**src/rtl/ula_iniciador_if.sv**
```systemverilog
// Command handshake with the core plus the operand/result bus to the combinational ALU.
// The slave modport is the requester's view; the master modport is the core+ALU side.
interface ula_iniciador_if #(
    parameter int LARGURA = 8
);
    logic               inicio;
    logic [2:0]         cmd;
    logic [LARGURA-1:0] opA;
    logic [LARGURA-1:0] opB;
    logic               pronto;
    logic               concluido;
    logic [LARGURA-1:0] resultado;
    logic               desvio;
    logic [1:0]         ULAOp;
    logic [LARGURA-1:0] dado1;
    logic [LARGURA-1:0] dado2;
    logic [LARGURA-1:0] saidaULA;
    logic               zero;

    modport master (
        output inicio, cmd, opA, opB, saidaULA, zero,
        input  pronto, concluido, resultado, desvio, ULAOp, dado1, dado2
    );

    modport slave (
        input  inicio, cmd, opA, opB, saidaULA, zero,
        output pronto, concluido, resultado, desvio, ULAOp, dado1, dado2
    );
endinterface

```
**src/rtl/ula_iniciador.sv**
```systemverilog
// Multi-cycle ALU requester: single-op commands, branch decisions and an 8-step
// shift-add signed multiply, with every addition done by the external ALU.
module ula_iniciador #(
    parameter int LARGURA    = 8,
    parameter int PASSOS_MUL = 8
) (
    input  logic              clock,
    input  logic              reset,
    ula_iniciador_if.slave    ula_if,
    output logic [1:0]        estado_dbg_o
);
    localparam int CW = (PASSOS_MUL > 1) ? $clog2(PASSOS_MUL) : 1;
    localparam logic [CW-1:0] ULTIMO = CW'(PASSOS_MUL - 1);

    localparam logic [2:0] CMD_ADD = 3'b000;
    localparam logic [2:0] CMD_SUB = 3'b001;
    localparam logic [2:0] CMD_SLT = 3'b010;
    localparam logic [2:0] CMD_BEQ = 3'b011;
    localparam logic [2:0] CMD_BNE = 3'b100;
    localparam logic [2:0] CMD_MUL = 3'b101;

    typedef enum logic [1:0] {
        OCIOSO     = 2'd0,
        EXECUTA    = 2'd1,
        MULTIPLICA = 2'd2,
        FIM        = 2'd3
    } estado_t;

    estado_t            estado_q, estado_d;
    logic [2:0]         cmd_q, cmd_d;
    logic [LARGURA-1:0] a_q, a_d;
    logic [LARGURA-1:0] b_q, b_d;
    logic [LARGURA-1:0] acc_q, acc_d;
    logic [LARGURA-1:0] mcand_q, mcand_d;
    logic [LARGURA-1:0] mplier_q, mplier_d;
    logic [CW-1:0]      count_q, count_d;
    logic [LARGURA-1:0] resultado_q, resultado_d;
    logic               desvio_q, desvio_d;

    logic [1:0]         ula_op;
    logic [LARGURA-1:0] dado1, dado2;
    logic               pronto, concluido;

    always_ff @(posedge clock) begin
        if (reset) begin
            estado_q    <= OCIOSO;
            cmd_q       <= '0;
            a_q         <= '0;
            b_q         <= '0;
            acc_q       <= '0;
            mcand_q     <= '0;
            mplier_q    <= '0;
            count_q     <= '0;
            resultado_q <= '0;
            desvio_q    <= 1'b0;
        end else begin
            estado_q    <= estado_d;
            cmd_q       <= cmd_d;
            a_q         <= a_d;
            b_q         <= b_d;
            acc_q       <= acc_d;
            mcand_q     <= mcand_d;
            mplier_q    <= mplier_d;
            count_q     <= count_d;
            resultado_q <= resultado_d;
            desvio_q    <= desvio_d;
        end
    end

    // Handshake: a command is accepted on any edge where pronto=1 and inicio=1;
    // inicio is ignored otherwise, and concluido pulses for exactly one cycle
    // when resultado/desvio carry the answer for that command.
    always_comb begin
        estado_d    = estado_q;
        cmd_d       = cmd_q;
        a_d         = a_q;
        b_d         = b_q;
        acc_d       = acc_q;
        mcand_d     = mcand_q;
        mplier_d    = mplier_q;
        count_d     = count_q;
        resultado_d = resultado_q;
        desvio_d    = desvio_q;
        ula_op      = 2'b11;
        dado1       = '0;
        dado2       = '0;
        pronto      = 1'b0;
        concluido   = 1'b0;

        case (estado_q)
            OCIOSO: begin
                pronto = 1'b1;
                if (ula_if.inicio) begin
                    cmd_d = ula_if.cmd;
                    a_d   = ula_if.opA;
                    b_d   = ula_if.opB;
                    if (ula_if.cmd == CMD_MUL) begin
                        acc_d    = '0;
                        mcand_d  = ula_if.opA;
                        mplier_d = ula_if.opB;
                        count_d  = '0;
                        estado_d = MULTIPLICA;
                    end else begin
                        estado_d = EXECUTA;
                    end
                end
            end

            EXECUTA: begin
                case (cmd_q)
                    CMD_ADD: begin
                        ula_op = 2'b00;
                        dado1  = a_q;
                        dado2  = b_q;
                    end
                    CMD_SUB, CMD_BEQ, CMD_BNE: begin
                        ula_op = 2'b01;
                        dado1  = a_q;
                        dado2  = b_q;
                    end
                    CMD_SLT: begin
                        ula_op = 2'b10;
                        dado1  = a_q;
                        dado2  = b_q;
                    end
                    default: begin
                        ula_op = 2'b11;
                    end
                endcase
                resultado_d = ula_if.saidaULA;
                if (cmd_q == CMD_BEQ) begin
                    desvio_d = ula_if.zero;
                end else if (cmd_q == CMD_BNE) begin
                    desvio_d = ~ula_if.zero;
                end else begin
                    desvio_d = 1'b0;
                end
                estado_d = FIM;
            end

            MULTIPLICA: begin
                // Low bits of a signed product only need the multiplier's raw bit pattern.
                ula_op   = 2'b00;
                dado1    = acc_q;
                dado2    = mplier_q[0] ? mcand_q : '0;
                acc_d    = ula_if.saidaULA;
                mcand_d  = mcand_q << 1;
                mplier_d = mplier_q >> 1;
                count_d  = count_q + 1'b1;
                if (count_q == ULTIMO) begin
                    resultado_d = ula_if.saidaULA;
                    desvio_d    = 1'b0;
                    estado_d    = FIM;
                end
            end

            FIM: begin
                concluido = 1'b1;
                estado_d  = OCIOSO;
            end

            default: begin
                estado_d = OCIOSO;
            end
        endcase
    end

    assign ula_if.pronto    = pronto;
    assign ula_if.concluido = concluido;
    assign ula_if.resultado = resultado_q;
    assign ula_if.desvio    = desvio_q;
    assign ula_if.ULAOp     = ula_op;
    assign ula_if.dado1     = dado1;
    assign ula_if.dado2     = dado2;
    assign estado_dbg_o     = estado_q;
endmodule

```
**src/flat_wrapper.sv**
```systemverilog
// flat-port wrapper written by rule: the top's interface ports become plain ports
module ula_iniciador_flat 
#(
    parameter int LARGURA    = 8,
    parameter int PASSOS_MUL = 8
)
  (clock, reset, estado_dbg_o, ula_if_inicio, ula_if_cmd, ula_if_opA, ula_if_opB, ula_if_saidaULA, ula_if_zero, ula_if_pronto, ula_if_concluido, ula_if_resultado, ula_if_desvio, ula_if_ULAOp, ula_if_dado1, ula_if_dado2);
  ula_iniciador_if #(.LARGURA(LARGURA)) ula_if_i ();
  input  logic clock;
  input  logic reset;
  output logic [1:0] estado_dbg_o;
  input wire logic [$bits(ula_if_i.inicio)-1:0] ula_if_inicio;
  input wire logic [$bits(ula_if_i.cmd)-1:0] ula_if_cmd;
  input wire logic [$bits(ula_if_i.opA)-1:0] ula_if_opA;
  input wire logic [$bits(ula_if_i.opB)-1:0] ula_if_opB;
  input wire logic [$bits(ula_if_i.saidaULA)-1:0] ula_if_saidaULA;
  input wire logic [$bits(ula_if_i.zero)-1:0] ula_if_zero;
  output wire logic [$bits(ula_if_i.pronto)-1:0] ula_if_pronto;
  output wire logic [$bits(ula_if_i.concluido)-1:0] ula_if_concluido;
  output wire logic [$bits(ula_if_i.resultado)-1:0] ula_if_resultado;
  output wire logic [$bits(ula_if_i.desvio)-1:0] ula_if_desvio;
  output wire logic [$bits(ula_if_i.ULAOp)-1:0] ula_if_ULAOp;
  output wire logic [$bits(ula_if_i.dado1)-1:0] ula_if_dado1;
  output wire logic [$bits(ula_if_i.dado2)-1:0] ula_if_dado2;
  assign ula_if_i.inicio = ula_if_inicio;
  assign ula_if_i.cmd = ula_if_cmd;
  assign ula_if_i.opA = ula_if_opA;
  assign ula_if_i.opB = ula_if_opB;
  assign ula_if_i.saidaULA = ula_if_saidaULA;
  assign ula_if_i.zero = ula_if_zero;
  assign ula_if_pronto = ula_if_i.pronto;
  assign ula_if_concluido = ula_if_i.concluido;
  assign ula_if_resultado = ula_if_i.resultado;
  assign ula_if_desvio = ula_if_i.desvio;
  assign ula_if_ULAOp = ula_if_i.ULAOp;
  assign ula_if_dado1 = ula_if_i.dado1;
  assign ula_if_dado2 = ula_if_i.dado2;
  ula_iniciador #(.LARGURA(LARGURA), .PASSOS_MUL(PASSOS_MUL)) u_core (.clock(clock), .reset(reset), .ula_if(ula_if_i), .estado_dbg_o(estado_dbg_o));
endmodule
```
**config.mk**
```make
export PLATFORM = sky130hd
export DESIGN_NAME = ula_iniciador_flat
export DESIGN_NICKNAME = d
export VERILOG_FILES = /design/src/rtl/ula_iniciador_if.sv /design/src/rtl/ula_iniciador.sv /design/src/flat_wrapper.sv
export SDC_FILE = /design/constraint.sdc
export NUM_CORES = 1
export LEC_CHECK = 0
export BUFFER_PORTS_ARGS = -buffer_cell sky130_fd_sc_hd__clkbuf_2
export CORE_MARGIN = 2
export CORE_UTILIZATION = 50
export DETAILED_ROUTE_END_ITERATION = 6
export GPL_TIMING_DRIVEN = 0
export HOLD_SLACK_MARGIN = 0.12
export PLACE_DENSITY = 0.77
export SLEW_MARGIN = 20
export SYNTH_ARGS = -nofsm -noshare
export SYNTH_HDL_FRONTEND = slang
export SYNTH_SLANG_ARGS = --single-unit
```
**constraint.sdc**
```tcl
create_clock -name clock -period 2.1 [get_ports clock]
set_clock_uncertainty 0.15 [all_clocks]
set_input_delay 0.315 -clock clock [delete_from_list [all_inputs] [get_ports clock]]
set_output_delay 0.315 -clock clock [all_outputs]
set_load 0.02 [all_outputs]
```
# Word level (Yosys, flattened, before mapping)
# Cells that the tools add are included.
# W data, S select, Z words.
dict set report classes {
  n_addsub 1
  n_eq_ne 12
  n_mux 31
  bitwise_logic 1
  reduce_logical 10
}
# cell n
set ops {}
lappend ops {{$pmux W8 S2} 6}
lappend ops {{$mux W8} 10}
lappend ops {{$eq A3 B3 Y1 const B} 3}
lappend ops {{$pmux W2 S4} 1}
lappend ops {{$eq A3 B2 Y1 const B} 2}
lappend ops {{$mux W2} 3}
lappend ops {{$mux W3} 2}
lappend ops {{$pmux W2 S3} 1}
lappend ops {{$pmux W3 S2} 1}
lappend ops {{$reduce_and A2 Y1} 3}
lappend ops {{$mux W1} 5}
lappend ops {{$reduce_or A5 Y1} 1}
lappend ops {{$eq A2 B2 Y1 const B} 2}
lappend ops {{$ne A2 B1 Y1 const B} 2}
lappend ops {{$pmux W2 S2} 1}
lappend ops {{$reduce_bool A2 Y1} 2}
lappend ops {{$add A3 B1 Y3 const B} 1}
lappend ops {{$eq A3 B1 Y1 const B} 1}
lappend ops {{$logic_not A3 Y1} 1}
lappend ops {{$reduce_and A3 Y1} 1}
lappend ops {{$reduce_or A3 Y1} 1}
lappend ops {{$eq A2 B1 Y1 const B} 1}
lappend ops {{$logic_not A2 Y1} 1}
lappend ops {{$ne A2 B2 Y1 const B} 1}
lappend ops {{2 further kinds} 2}
dict set report word_totals {
  register_bits 57
  in_bits 31
  out_inout_bits 31
  wordCells 65
}

# Longest topological paths before layout
# Gate-level depths: netlist of the first run.
dict set report logic_depth {
  ltp_word 4
  ltp_mapped 7
}

# Worst setup path after synthesis of the first run
# No wires, ideal clock.
dict set report synth_path {
  path_type {register -> output}
  from {register u_core.estado_q[0], in the netlist u_core.estado_dbg_o[0]}
  to {output port ula_if_ULAOp[0]}
  arrival_time_ns 1.694
  t_required_ns 1.635
  slack_ns -0.059
  stages_incl_launch_ff 7
  n_path_buf 2
  path_cell_list {dfxtp_1 > inv_1 > ha_1 > buf_6 > buf_2 > nor2b_1 > a21oi_1}
}
dict set report synth_via {
  elab_chain_len 2
}
# element line
set synth_lines {}
lappend synth_lines {{start, declared} ula_iniciador.sv:29} ;# estado_t estado_q, estado_d;
lappend synth_lines {{start signal, assigned} ula_iniciador.sv:57} ;# estado_q <= estado_d;
lappend synth_lines {{$eq A2 B2 Y1 or $eq A2 B1 Y1 (tied branches)} ula_iniciador.sv:90} ;# case (estado_q)
lappend synth_lines {{$pmux W2 S2 *} ula_iniciador.sv:90}
lappend synth_lines {{end, declared} flat_wrapper.sv:22} ;# output wire logic [$bits(ula_if_i.ULAOp)-1:0] ula_if_ULAOp;
# Every way passes the cells marked *; elsewhere a longest branch is shown, timed or not.

# Worst setup path after layout of the first run
dict set report layout_path {
  from {register u_core.estado_q[1], in the netlist u_core.estado_dbg_o[1]}
  to {output port ula_if_dado2[7]}
}
dict set report layout_via {
  elab_chain_len 2
}
# element line
set layout_lines {}
lappend layout_lines {{$eq A2 B2 Y1 or $eq A2 B1 Y1 (tied branches)} ula_iniciador.sv:90}
lappend layout_lines {{$pmux W8 S2 *} ula_iniciador.sv:90}
lappend layout_lines {{end, declared} flat_wrapper.sv:24} ;# output wire logic [$bits(ula_if_i.dado2)-1:0] ula_if_dado2;
# Marks and branches as above.

==> results_dict.tcl, run 1 <==
set metrics [dict create \
    p_seq_frac 0.318 \
    synthAdderAreaFrac 0.0310 \
    synth_edf_count 0 \
    swShare 0.375 \
    reg2reg_from "u_core.estado_dbg_o[0]$_SDFFE_PP0P_" \
    fp.dieW_um 79.2 \
    grt_use_total 0.272 \
    rsz0062_at_grt "yes" \
    synth_fp_nets 358 \
    drt_iter0_drc 202 \
    antenna_found_initial 0 \
    path_buf_inv 3 \
    pwr-share-clk 0.230 \
    critPathCapture "ula_if_dado2[7]" \
    grt_pass1_wl_um 13000 \
    crit_fanout 10 \
    fillers 426 \
    cts_tree "yes" \
    grt.overflow.total 0 \
    vias_per_cell 5.43 \
    die_y_um 79.2 \
    antenna_left 0 \
    path_class "reg -> out" \
    comb_power_share 0.451 \
    vias 2701 \
    start_util 0.517 \
    synth_top_family_by_area "simple AND/OR/NAND/NOR gates" \
    maxCapViolCount 0 \
    finalNetCount 458 \
    grt_pass1_vias 2707 \
    port_buffers 60 \
    grt_max_degree 20 \
    cp.depth 5 \
    synthCells 320 \
    ios 62 \
    p_int_w 0.00277 \
    yosys.area.top_type "dfxtp_1" \
    clkSinkCount 57 \
    synth.area.top_cells "dfxtp_1 (40%), mux2i_1 (12%), nand2_1 (10%)" \
    fin_crit_sh 0.990 \
    num_rows 27 \
    clkLatencyLatePin_ps 340 \
    cp_cell_sequence "inv_4 -> ha_4 -> clkbuf_8 -> nor2b_2 -> clkbuf_4" \
    setup-tns-final_ps 0 \
    gp_congestion 0.858 \
    coreArea_mm2 0.00547 \
    clk_path_buf_depth 2 \
    startpoint_type "register" \
    cp-end-kind "output pin" \
    slowest_delay_ps 390 \
    yosysSeqAreaShare 0.403 \
    yosysMostFrequentCell "nand2_1" \
    muxShareOfSynthArea 0.184 \
    period_needed_ps 2080 \
    max_slew.worst_pin.slew_ps 568 \
    synthSimpleGateAreaFrac 0.207 \
    wl_per_cell_um 16.4 \
    drive_above_1_share 0.301 \
    synth-main-ff-cell "dfxtp_1" \
    synth-compound-area-share 0.120 \
    cpMaxStageDelayCell "dfxtp_4" \
    antenna_cells 0 \
    setup_slack_ps 21.4 \
    drt_first_pass_iters 5 \
    async_flop_share 0 \
    numCtsBuffers 9 \
    netlist-cell-type-count 31 \
    netSwitchingPower_w 0.00167 \
    arrival_ps 1610 \
    syn_to_final_growth_pct 36.3 \
    drv_slew 0 \
    routed_wirelength_um 8140 \
    yosysWarnings 0 \
    rrSetupSlack_ps 250 \
    syn_area_per_cell_um2 8.84 \
    fp.dieArea_mm2 0.00628 \
    leakagePower_nw 1.72 \
    synth_area_mm2 0.00283 \
    cp.required_ps 1630 \
    setup_viol_count_final 0 \
    synthXorXnorAreaFrac 0 \
    ys_seq_elements 57 \
    final_hold_viol_count 0 \
    reg2reg_to "u_core.ula_if.resultado[1]$_SDFFE_PP0P_" \
    drc 0 \
    synth_top_area_frac 0.403 \
    cp-startpoint "u_core.estado_dbg_o[1]$_SDFFE_PP0P_" \
    ir_drop_mv 0.723 \
    reg2reg_depth 6 \
    dp_hpwl_um 5130 \
    outcome "finished, final reports clean" \
    ctsRootBufferMaster "clkbuf_8" \
    power_density_mw_per_mm2 1150 \
    crit_family "buffers and inverters" \
    ys_top_cells_by_count "nand2_1 (79), dfxtp_1 (57), mux2i_1 (34)" \
    path_clk_slew_ps 70 \
    htree_levels 3 \
    dp_slack_ps -85.2 \
    hold_class "in -> reg" \
    slew_headroom 0.621 \
    fmax_mhz 481 \
]
[repair_timing]
action | in CTS | in global routing
endpoints found under the setup margin | 18 | 18
hold endpoints to repair | 34 | 0
pin swaps | 1 | 2
buffers inserted | 1 | 3
resized for setup | 35 | 14
hold buffers | 27 | 0
[tightest hold or removal path: stages]
cell and delay [ps]:
clkbuf_2 90, nor4b_1 40, o21ai_0 150, a21oi_1 70
[cell families (layout without fill, tap and decap cells)]
| group | after synthesis | after routing |
|---|---|---|
| multiplexers | 49 | 49 |
| adder cells (fa/ha/maj) | 7 | 7 |
| AND/OR/NAND/NOR | 128 | 128 |
| AO/OA/AOI/OAI | 49 | 49 |
| flip-flops | 57 | 57 |
| buffers and inverters | 30 | 135 |
[worst min path at each step]
stage / to / from / cells past startpoint
after CTS: u_core.ula_if.desvio$_SDFFE_PP0P_ / ula_if_zero / 4
after detailed placement: u_core.mcand_q[7]$_SDFFE_PP0P_ / u_core.mcand_q[7]$_SDFFE_PP0P_ / 2
after global placement: u_core.mplier_q[4]$_SDFFE_PP0P_ / u_core.mplier_q[4]$_SDFFE_PP0P_ / 2
after floorplan: u_core.mplier_q[0]$_SDFFE_PP0P_ / u_core.mplier_q[0]$_SDFFE_PP0P_ / 2
after global routing: u_core.ula_if.desvio$_SDFFE_PP0P_ / ula_if_zero / 4
final: u_core.ula_if.desvio$_SDFFE_PP0P_ / ula_if_zero / 4
[placed cells by master, fill, tap and decap left out, types with 2 or more instances in the layout]
cell type,netlist,layout
nand3_1,10,10
clkbuf_1,13,9
nor4b_1,3,3
nor2_1,9,9
inv_4,0,2
a32oi_2,0,3
ha_4,0,3
nor2b_2,0,3
mux2_2,14,14
dfxtp_4,0,2
clkinv_2,0,4
ha_1,7,4
nand2b_1,2,2
a31o_2,2,2
buf_2,7,8
dfxtp_1,57,54
nand2_1,79,79
mux2i_1,34,34
buf_4,1,9
clkbuf_4,0,4
a32oi_1,16,13
clkbuf_2,0,50
nor2b_1,18,15
a21oi_1,24,24
inv_1,4,2
buf_6,4,3
dlygate4sd3_1,0,27
clkbuf_8,0,13
nand3b_1,3,3
[power groups by stage]
stage / Combinational, W / Clock (W) / Sequential [W]
after floorplan: 0.00121 / 0 / 0.00143
after global placement: 0.00166 / 0 / 0.00138
after detailed placement: 0.00169 / 0 / 0.00139
after CTS: 0.00190 / 0.00103 / 0.00140
after global routing: 0.00215 / 0.00109 / 0.00143
final: 0.00200 / 0.00102 / 0.00141
[sequential cells by signal (all words and copies together), names as in the netlist, 3 cells and up]
signal,flops
u_core.a_q,8
u_core.acc_q,8
u_core.b_q,8
u_core.cmd_q,3
u_core.count_q,3
u_core.mcand_q,8
u_core.mplier_q,8
u_core.ula_if.resultado,8
[metrics by stage]
step / power (W) / cells / hold WS, ps / utilization / cell area (µm²)
finish: 0.00444 / 497 / 225 / 0.705 / 3860
global route: 0.00467 / 497 / 241 / 0.705 / 3860
CTS: 0.00433 / 494 / 218 / 0.695 / 3800
detailed placement: 0.00308 / 452 / 302 / 0.588 / 3220
global placement: 0.00304 / 452 / 292 / 0.588 / 3220
floorplan: 0.00264 / 320 / 283 / - / 2830
[layer usage]
metal / wire [µm] / track usage / vias to the layer above
met5: 0 / 0 / -
met4: 242 / 0.141 / 0
met3: 319 / 0.0455 / 22
met2: 4060 / 0.464 / 83
met1: 3510 / 0.328 / 1286
li1: - / - / 1310
[final cells by class]
class | instances | area [µm²] | area share
buffer | 23 | 169 | 0.0438
multi-input combinational | 233 | 1610 | 0.418
sequential | 57 | 1150 | 0.298
clock inverter | 6 | 57.6 | 0.0149
timing repair buffer | 91 | 618 | 0.160
clock buffer | 10 | 138 | 0.0357
inverter | 5 | 23.8 | 0.00616
tap | 72 | 90.1 | 0.0234
(Power assumes the default switching activity.)
==> inputs of run 2 (changes only) <==
- ABC_AREA: default -> 0
- CELL_PAD_IN_SITES_DETAIL_PLACEMENT: default -> 0
- CELL_PAD_IN_SITES_GLOBAL_PLACEMENT: default -> 2
- CORE_UTILIZATION: 50 -> 32
- PLACE_DENSITY: 0.77 -> 0.82
- RECOVER_POWER: default -> 100
==> run 2 against run 1 <==
  * Sequential share of layout area fell by 0.93 points
  * Wire length barely moved
  * Hold slack improved by 5.5 ps
  * Worst setup slack improved by 5.2 ps
  * Combinational power barely moved
  * Sequential power barely moved
  * Register-to-register slack improved by 30 ps
  * Die area rose by 53%
  * Largest cell class unchanged
  * Clock power rose by 13%
  * Cell count rose by 7.4%
  * Highest routed layer unchanged
==> results_dict.tcl, run 2 (synthesized netlist as in run 1, its figures left out) <==
set metrics [dict create \
    clkSinkCount 57 \
    cp-end-kind "output pin" \
    comb_power_share 0.440 \
    finalNetCount 459 \
    drc 0 \
    max_slew.worst_pin.slew_ps 603 \
    grt_pass1_vias 2502 \
    fillers 860 \
    crit_fanout 10 \
    fmax_mhz 482 \
    drive_above_1_share 0.291 \
    slowest_delay_ps 380 \
    numCtsBuffers 9 \
    fin_crit_sh 0.987 \
    gp_congestion 0.762 \
    cts_tree "yes" \
    setup_viol_count_final 0 \
    antenna_found_initial 0 \
    power_density_mw_per_mm2 1150 \
    post-place-cells 488 \
    dp_slack_ps -162 \
    maxUsedRoutingLayer "met4" \
    die_y_um 98.0 \
    layout_commonest_cell "nand2_1" \
    met1_length_um 3890 \
    wl_met2_um 3770 \
    wl_per_cell_um 15.2 \
    rsz0062_at_grt "yes" \
    grt_use_total 0.172 \
    crit_family "buffers and inverters" \
    cp.depth 6 \
    vias 2601 \
    pwr-share-clk 0.251 \
    hold_class "in -> reg" \
    setup-tns-final_ps 0 \
    htree_levels 3 \
    seq_area_mm2 0.00115 \
    cp_cell_sequence "inv_4 -> ha_4 -> buf_8 -> a32oi_2 -> nor2b_2 -> clkbuf_4" \
    syn_to_final_growth_pct 40.9 \
    ctsRootBufferMaster "clkbuf_8" \
    fin_cells 534 \
    vias_per_cell 4.87 \
    num_rows 34 \
    grt_pass1_wl_um 13000 \
    cp.required_ps 1630 \
    path_clk_slew_ps 70 \
    antenna_cells 0 \
    ir_drop_mv 0.497 \
    drv_slew 0 \
    clkLatencyLatePin_ps 340 \
    start_util 0.328 \
    final_hold_viol_count 0 \
    routed_wirelength_um 8140 \
    wl_met3_um 345 \
    final_cell_mix "nand2_1 (79), dfxtp_1 (53), clkbuf_2 (38)" \
    startpoint_type "register" \
    port_buffers 60 \
    fp.dieW_um 98.0 \
    swShare 0.375 \
    leakagePower_nw 1.71 \
    maxCapViolCount 0 \
    p_int_w 0.00287 \
    drt_first_pass_iters 4 \
    path_class "reg -> out" \
    cpMaxStageDelayCell "dfxtp_4" \
    dp_hpwl_um 5670 \
    grt_max_degree 20 \
    ios 62 \
    multiInputGateArea_mm2 0.00167 \
    clk_path_buf_depth 2 \
    path_buf_inv 3 \
    fp.dieArea_mm2 0.00961 \
    whs_path_depth 4 \
    grt.overflow.total 0 \
    netSwitchingPower_w 0.00172 \
    outcome "finished, final reports clean" \
    antenna_left 0 \
    coreArea_mm2 0.00864 \
    arrival_ps 1610 \
    period_needed_ps 2070 \
    reg2reg_depth 7 \
    slew_headroom 0.598 \
    setup_slack_ps 26.6 \
    drt_iter0_drc 125 \
    p_seq_frac 0.308 \
]
-- run 2: cell types whose count changed in the layout (fill, tap and decap cells not counted), sizes merged --
cell	change
clkinv	-2
bufinv	+1
buf	+8
inv	+1
clkinvlp	+1
clkbuf	-8
-- run 2: tightest hold or removal path: cells and delay by family --
| family | cells | cell delay (ps) |
|---|---|---|
| AOI/OAI and AO/OA | 2 | 220 |
| buffers and inverters | 1 | 90 |
| and+or+nand+nor | 1 | 40 |
-- run 2: power groups by stage --
| stage | sequential, W | combinational, W | clock [W] |
|---|---|---|---|
| floorplan | 0.00143 | 0.00121 | 0 |
| global placement | 0.00139 | 0.00172 | 0 |
| detailed placement | 0.00140 | 0.00173 | 0 |
| CTS | 0.00140 | 0.00192 | 0.00118 |
| global route | 0.00144 | 0.00219 | 0.00123 |
| finish | 0.00142 | 0.00202 | 0.00115 |
-- run 2: final timing paths --
| path | end | from | slack (ps) |
|---|---|---|---|
| setup / recovery | ula_if_dado1[1] | u_core.estado_dbg_o[1]$_SDFFE_PP0P_ | 30 |
| hold / removal | u_core.ula_if.desvio$_SDFFE_PP0P_ | ula_if_zero | 230 |
| setup reg to reg | u_core.cmd_q[2]$_SDFFE_PP0P_ | u_core.estado_dbg_o[1]$_SDFFE_PP0P_ | 280 |
| hold reg to reg | u_core.b_q[4]$_SDFFE_PP0P_ | u_core.b_q[4]$_SDFFE_PP0P_ | 310 |
-- run 2: final cells by class --
| cell class | count | share of cell area |
|---|---|---|
| Multi-Input combinational cell | 233 | 0.419 |
| Sequential cell | 57 | 0.289 |
| Timing Repair Buffer | 92 | 0.156 |
| Buffer | 23 | 0.0414 |
| Tap cell | 108 | 0.0339 |
| Clock buffer | 9 | 0.0311 |
| Clock inverter | 7 | 0.0235 |
| Inverter | 5 | 0.00659 |
-- run 2: routing by layer --
metal  up-vias  global-route usage
met5         -                   0
met4         0              0.0577
met3        10              0.0344
met2        59               0.269
met1      1220               0.238
li1       1312                   -
-- run 2: timing repair --
| action | CTS | global route |
|---|---|---|
| pin swaps | 4 | 4 |
| endpoints found under the setup margin | 18 | 18 |
| setup buffers | 2 | 3 |
| gates resized for setup | 36 | 32 |
| hold buffers | 27 | 0 |
| hold endpoints to repair | 35 | 0 |
-- run 2: metrics by stage --
| stage | util | hold WS (ps) | total power (W) | cell area [µm²] |
|---|---|---|---|---|
| finish | 0.461 | 230 | 0.00459 | 3990 |
| global route | 0.461 | 265 | 0.00486 | 3990 |
| CTS | 0.450 | 211 | 0.00450 | 3880 |
| detailed placement | 0.378 | 300 | 0.00312 | 3260 |
| global placement | 0.378 | 294 | 0.00311 | 3260 |
| floorplan | - | 283 | 0.00264 | 2830 |
